===== src/rtl/symbol_read_scheduler.sv =====
// Read-side scheduler for the I/Q CDC FIFO: pops one symbol per period, inserts fillers on underflow.
// Define SYM_SCHED_HOLD_LAST_EN to make fillers repeat the last real symbol instead of zeros.
module symbol_read_scheduler #(
  parameter int DATA_W   = 4,
  parameter int SPS_MIN  = 2,
  parameter int UF_LIMIT = 8,
  parameter int CNT_W    = 16
) (
  input  logic                  clk,
  input  logic                  rst,
  input  logic                  enable,
  input  logic [3:0]            sample_rate,
  input  logic                  fifo_empty,
  input  logic [2*DATA_W-1:0]   fifo_rd_data,
  output logic                  fifo_rd_en,
  output logic [DATA_W-1:0]     data_in_i,
  output logic [DATA_W-1:0]     data_in_q,
  output logic                  new_symbol,
  output logic                  running,
  output logic                  underflow,
  output logic [CNT_W-1:0]      underflow_count,
  output logic                  uf_abort
);

  localparam int UFC_W = $clog2(UF_LIMIT + 1);
  localparam logic [3:0] SPS_MIN_V = 4'(SPS_MIN);

  typedef enum logic [1:0] {S_IDLE, S_FILL, S_RUN} state_t;

  state_t             state_q, state_d;
  logic [3:0]         cnt_q, cnt_d;
  logic               pend_q, pend_d;
  logic               pend_uf_q, pend_uf_d;
  logic [UFC_W-1:0]   consec_q, consec_d;
  logic [DATA_W-1:0]  sym_i_q, sym_i_d;
  logic [DATA_W-1:0]  sym_q_q, sym_q_d;
  logic               strobe_q, strobe_d;
  logic               uf_q, uf_d;
  logic               abort_q, abort_d;
  logic [CNT_W-1:0]   uf_cnt_q, uf_cnt_d;
  logic               slot;
  logic               abort_hit;
  logic [3:0]         sps;

  assign sps = (sample_rate < SPS_MIN_V) ? SPS_MIN_V : sample_rate;

  always_comb begin
    slot      = (state_q == S_RUN) && (cnt_q == 4'd0) && enable && !rst;
    abort_hit = pend_q && pend_uf_q && (consec_q == UFC_W'(UF_LIMIT - 1));

    state_d   = state_q;
    cnt_d     = cnt_q;
    pend_d    = slot;
    pend_uf_d = slot && fifo_empty;
    consec_d  = consec_q;
    sym_i_d   = sym_i_q;
    sym_q_d   = sym_q_q;
    strobe_d  = pend_q;
    uf_d      = pend_q && pend_uf_q;
    abort_d   = abort_hit;
    uf_cnt_d  = uf_cnt_q;

    case (state_q)
      S_IDLE: if (enable) state_d = S_FILL;
      S_FILL: begin
        if (!enable)          state_d = S_IDLE;
        else if (!fifo_empty) state_d = S_RUN;
      end
      S_RUN: begin
        // An in-flight read finishes its strobe before leaving RUN on disable.
        if (abort_hit)                state_d = S_FILL;
        else if (!enable && !pend_q)  state_d = S_IDLE;
      end
      default: state_d = S_IDLE;
    endcase

    // Counter idles at 0 outside RUN so the first RUN cycle is a slot.
    if (state_q != S_RUN)     cnt_d = 4'd0;
    else if (cnt_q != 4'd0)   cnt_d = cnt_q - 4'd1;
    else if (slot)            cnt_d = sps - 4'd1;

    if (pend_q) begin
      if (pend_uf_q) begin
        consec_d = abort_hit ? '0 : consec_q + 1'b1;
        uf_cnt_d = (&uf_cnt_q) ? uf_cnt_q : uf_cnt_q + 1'b1;
`ifndef SYM_SCHED_HOLD_LAST_EN
        sym_i_d  = '0;
        sym_q_d  = '0;
`endif
      end else begin
        consec_d = '0;
        sym_i_d  = fifo_rd_data[2*DATA_W-1:DATA_W];
        sym_q_d  = fifo_rd_data[DATA_W-1:0];
      end
    end
  end

  always_ff @(posedge clk) begin
    if (rst) begin
      state_q   <= S_IDLE;
      cnt_q     <= '0;
      pend_q    <= 1'b0;
      pend_uf_q <= 1'b0;
      consec_q  <= '0;
      sym_i_q   <= '0;
      sym_q_q   <= '0;
      strobe_q  <= 1'b0;
      uf_q      <= 1'b0;
      abort_q   <= 1'b0;
      uf_cnt_q  <= '0;
    end else begin
      state_q   <= state_d;
      cnt_q     <= cnt_d;
      pend_q    <= pend_d;
      pend_uf_q <= pend_uf_d;
      consec_q  <= consec_d;
      sym_i_q   <= sym_i_d;
      sym_q_q   <= sym_q_d;
      strobe_q  <= strobe_d;
      uf_q      <= uf_d;
      abort_q   <= abort_d;
      uf_cnt_q  <= uf_cnt_d;
    end
  end

  assign fifo_rd_en      = slot && !fifo_empty;
  assign running         = (state_q == S_RUN);
  assign data_in_i       = sym_i_q;
  assign data_in_q       = sym_q_q;
  assign new_symbol      = strobe_q;
  assign underflow       = uf_q;
  assign underflow_count = uf_cnt_q;
  assign uf_abort        = abort_q;

endmodule

===== config.mk =====
export PLATFORM = sky130hd
export DESIGN_NAME = symbol_read_scheduler
export DESIGN_NICKNAME = d
export VERILOG_FILES = /design/src/rtl/symbol_read_scheduler.sv
export SDC_FILE = /design/constraint.sdc
export NUM_CORES = 1
export LEC_CHECK = 0
export ABC_AREA = 1
export ABC_CLOCK_PERIOD_IN_PS = 1800
export BUFFER_PORTS_ARGS = -buffer_cell sky130_fd_sc_hd__buf_2
export CAP_MARGIN = 30
export CORE_ASPECT_RATIO = 2
export CORE_MARGIN = 3
export CORE_UTILIZATION = 45
export CTS_BUF_LIST = sky130_fd_sc_hd__clkbuf_8
export DETAILED_ROUTE_END_ITERATION = 6
export PLACE_DENSITY = 0.69
export SYNTH_ARGS = -nofsm -noshare
export SYNTH_HDL_FRONTEND = slang
export SYNTH_SLANG_ARGS = --single-unit

===== constraint.sdc =====
create_clock -name clk -period 1.8 [get_ports clk]
set_input_delay 0.09 -clock clk [delete_from_list [all_inputs] [get_ports clk]]
set_output_delay 0.09 -clock clk [all_outputs]
set_load 0.02 [all_outputs]

==> results.sh <==
export IMPL_path_max_fanout=17
export IMPL_synth_cell_types=31
export IMPL_grt_first_pass_wirelength_um=7760
export IMPL_tightest_slew_ns=0.449
export IMPL_drive_gt1_frac=0.253
export IMPL_core_area_sq_um=3960
export IMPL_synth_warnings=0
export IMPL_path_cells="ha_2, inv_2, nor2_4, nand3_4, nand2_1, nand2_2, nand3_1, nand2_1, nor2_1"
export IMPL_power_uw=1920
export IMPL_synth_most_common_cell="nand2_1"
export IMPL_final_area_sq_um=2350
export IMPL_min_from="fifo_rd_data[6]"
export IMPL_syn_area_sq_um=1900
export IMPL_clk_latency_ns=0.29
export IMPL_ant_nets=0
export IMPL_path_common_cell="nand2_1"
export IMPL_hold_depth=3
export IMPL_crit_path_end_kind="register"
export IMPL_cp_arrival_ns=1.88
export IMPL_synth_seq_cells=39
export IMPL_regArea_sq_um=781
export IMPL_vias_per_cell=4.97
export IMPL_reg2reg_depth=9
export IMPL_maxSlewHeadroom=0.698
export IMPL_place_congestion=0.818
export IMPL_r2r_slack_ns=0.15
export IMPL_clk_pin_slew_ns=0.09
export IMPL_r2r_end="underflow_count[2]"
export IMPL_multi_input_area_sq_um=1000
export IMPL_placementRows=32
export IMPL_diodes=0
export IMPL_post_route_period_util=0.919
export IMPL_startpoint_type="register"
export IMPL_cts_made_buffers=5
export IMPL_r2r_start="underflow_count[1]"
export IMPL_wl_um=4510
export IMPL_critical_path_class="reg2reg"
export IMPL_grt_max_degree=21
export IMPL_cts_root_buf="clkbuf_8"
export IMPL_cp_top_family="simple AND/OR/NAND/NOR gates"
export IMPL_dp_hpwl_um=3420
export IMPL_setup_viol=0
export IMPL_htreeDepth=2
export IMPL_pin_count=45
export IMPL_syn_to_final_growth_pct=23.8
export IMPL_ir_drop_mv=0.673
export IMPL_cts_tree="done"
export IMPL_ys_flop_type="dfxtp_1"
export IMPL_start_util=0.479
export IMPL_p_leak_uw=0.000999
export IMPL_wl_per_cell_um=12.2
export IMPL_synth_top_cell_area_share=0.411
export IMPL_maxCapViolations=0
export IMPL_slowest_stage="dfxtp_1"
export IMPL_final_nets=338
export IMPL_grt_overflow=0
export IMPL_placed_area_sq_um=2190
export IMPL_dieWidth_um=51.9
export IMPL_yosysTopAreaCell="dfxtp_1"
export IMPL_finalMaxSlewViolations=0
export IMPL_track_usage=0.198
export IMPL_critPathBufInv=1
export IMPL_max_freq_ghz=0.605
export IMPL_synth_common_cells="nand2_1 (82), nor2_1 (40), dfxtp_1 (39)"
export IMPL_clock_sinks=39
export IMPL_remaining_drc_errors=0
export IMPL_synthArstFlopShare=0
export IMPL_synth_avg_cell_area_sq_um=7.11
export IMPL_dr_pass1_iters=4
export IMPL_hold_class="in2reg"
export IMPL_fillers=401
export IMPL_io_buffers=44
export IMPL_cp_data_required_time_ns=2.03
export IMPL_netlist_instances=267
export IMPL_status="finished, final reports clean"
export IMPL_cpPeakStageDelay_ns=0.41
export IMPL_ys_seq_area_frac=0.411
export IMPL_die_area_sq_um=5080
export IMPL_fin_skew_ns=0.0131
export IMPL_fp_dieH_um=97.9
export IMPL_vias=1843
export IMPL_powerDensity_nw_per_um2=815
export IMPL_drtIter0Drc=29
export IMPL_period_needed_ns=1.65
export IMPL_synth_edff_count=0
export IMPL_grt_pass1_vias=1784
export IMPL_hold_violations=0
export IMPL_antenna_found_initial=0
export IMPL_syn_num_nets=286
export IMPL_whs_endpoint="data_in_i[2]"
export IMPL_clk_path_buf_depth=2
export IMPL_synth_area_leaders="dfxtp_1 (41%), nand2_1 (16%), nor2_1 (7.9%), a21oi_1 (5.3%), a21oi_2 (4.2%)"
## worst max-delay path by stage
stage                  startpoint  cells past startpoint                   to  slack [ns]
6_report       underflow_count[1]                      9   underflow_count[2]        0.15
5_1_grt        underflow_count[1]                      9   underflow_count[2]       -0.02
4_1_cts        underflow_count[1]                      7  underflow_count[13]        0.07
3_5_place_dp   underflow_count[1]                      7  underflow_count[13]        0.14
3_3_place_gp   underflow_count[1]                      7   underflow_count[0]        0.18
2_1_floorplan  underflow_count[0]                      9   underflow_count[2]        0.16
## per-stage QoR
stage	worst slack (ns)	utilization	TNS [ns]	hold WS [ns]	std cells
2_1_floorplan	0.163	-	0	0.222	267
3_3_place_gp	0.185	0.552	0	0.339	362
3_5_place_dp	0.137	0.552	0	0.342	362
4_1_cts	0.0680	0.586	0	0.0293	370
5_1_grt	-0.0214	0.593	-0.0214	0.0429	371
6_report	0.146	0.593	0	0.0394	371
## per-layer routing
layer / vias up / wire (um) / global-route usage / part of all wire
li1: 953 / - / - / -
met1: 840 / 1620 / 0.196 / 0.36
met2: 39 / 2600 / 0.370 / 0.58
met3: 11 / 151 / 0.0321 / 0.033
met4: 0 / 138 / 0.101 / 0.031
met5: - / 0 / 0 / 0
## registers in the layout, indices dropped and copies added, names as in the netlist
name,cells
cnt_q,4
consec_q,4
data_in_i,4
data_in_q,4
new_symbol,1
pend_q,1
pend_uf_q,1
state_q,2
uf_abort,1
underflow,1
underflow_count,16
## kinds of logic after synthesis
| group | Yosys count | share of synthesized area |
|---|---|---|
| AND/OR/NAND/NOR | 144 | 0.317 |
| AO/OA/AOI/OAI | 45 | 0.154 |
| flip-flops | 39 | 0.411 |
| buffers and inverters | 29 | 0.0659 |
| XOR/XNOR | 7 | 0.0323 |
| adder cells (fa/ha/maj) | 3 | 0.0198 |
## where the power goes
| part | leakage [uW] | internal (uW) | switching, uW | total (uW) |
|---|---|---|---|---|
| clock network | 0.0000695 | 549 | 313 | 862 |
| logic | 0.000615 | 61.1 | 97.1 | 158 |
| registers | 0.000315 | 882 | 13.6 | 895 |
## worst min-delay path, cell delays in order
cell	delay (ns)
buf_2	0.09
nand2_1	0.05
a21oi_1	0.05
## cell usage in the layout (no fill, tap or decap)
master | synthesis | final
o21ai_0 | 8 | 7
buf_2 | 1 | 44
a21boi_4 | 1 | 1
a32o_1 | 1 | 1
nand3_4 | 1 | 1
a21oi_2 | 9 | 10
nand2_1 | 82 | 82
nor3_1 | 1 | 1
xor2_1 | 2 | 2
nand2_2 | 3 | 3
a21boi_0 | 1 | 1
xnor2_1 | 5 | 5
nor2_4 | 2 | 2
a211oi_1 | 1 | 1
inv_1 | 21 | 22
o21ai_2 | 1 | 1
nand4_1 | 2 | 2
bufinv_16 | 0 | 2
clkbuf_8 | 0 | 5
a21oi_1 | 20 | 19
a21o_1 | 1 | 1
a31oi_1 | 1 | 1
nor2_1 | 40 | 39
o21a_1 | 1 | 1
dfxtp_1 | 39 | 39
buf_4 | 0 | 6
nor4_1 | 1 | 1
o21ai_1 | 0 | 1
nand3_1 | 11 | 11
inv_2 | 2 | 2
ha_2 | 0 | 1
buf_12 | 0 | 1
ha_1 | 3 | 2
nor2_2 | 0 | 1
or2_2 | 1 | 1
## cell type report
type / count / share of cell area
clock inverters: 3 / 0.0271
repair buffers: 51 / 0.121
well taps: 51 / 0.0271
flip-flops and latches: 39 / 0.332
inverters: 23 / 0.0367
clock buffers: 5 / 0.0293
multi-input cells: 199 / 0.426
## timing repair
action,4_1_cts,5_1_grt
setup buffers,0,1
endpoints found under the setup margin,0,12
hold buffers,0,0
endpoints found under the hold margin,0,0
resized for setup,0,4
No activity file was read; power rests on OpenSTA's default activity.
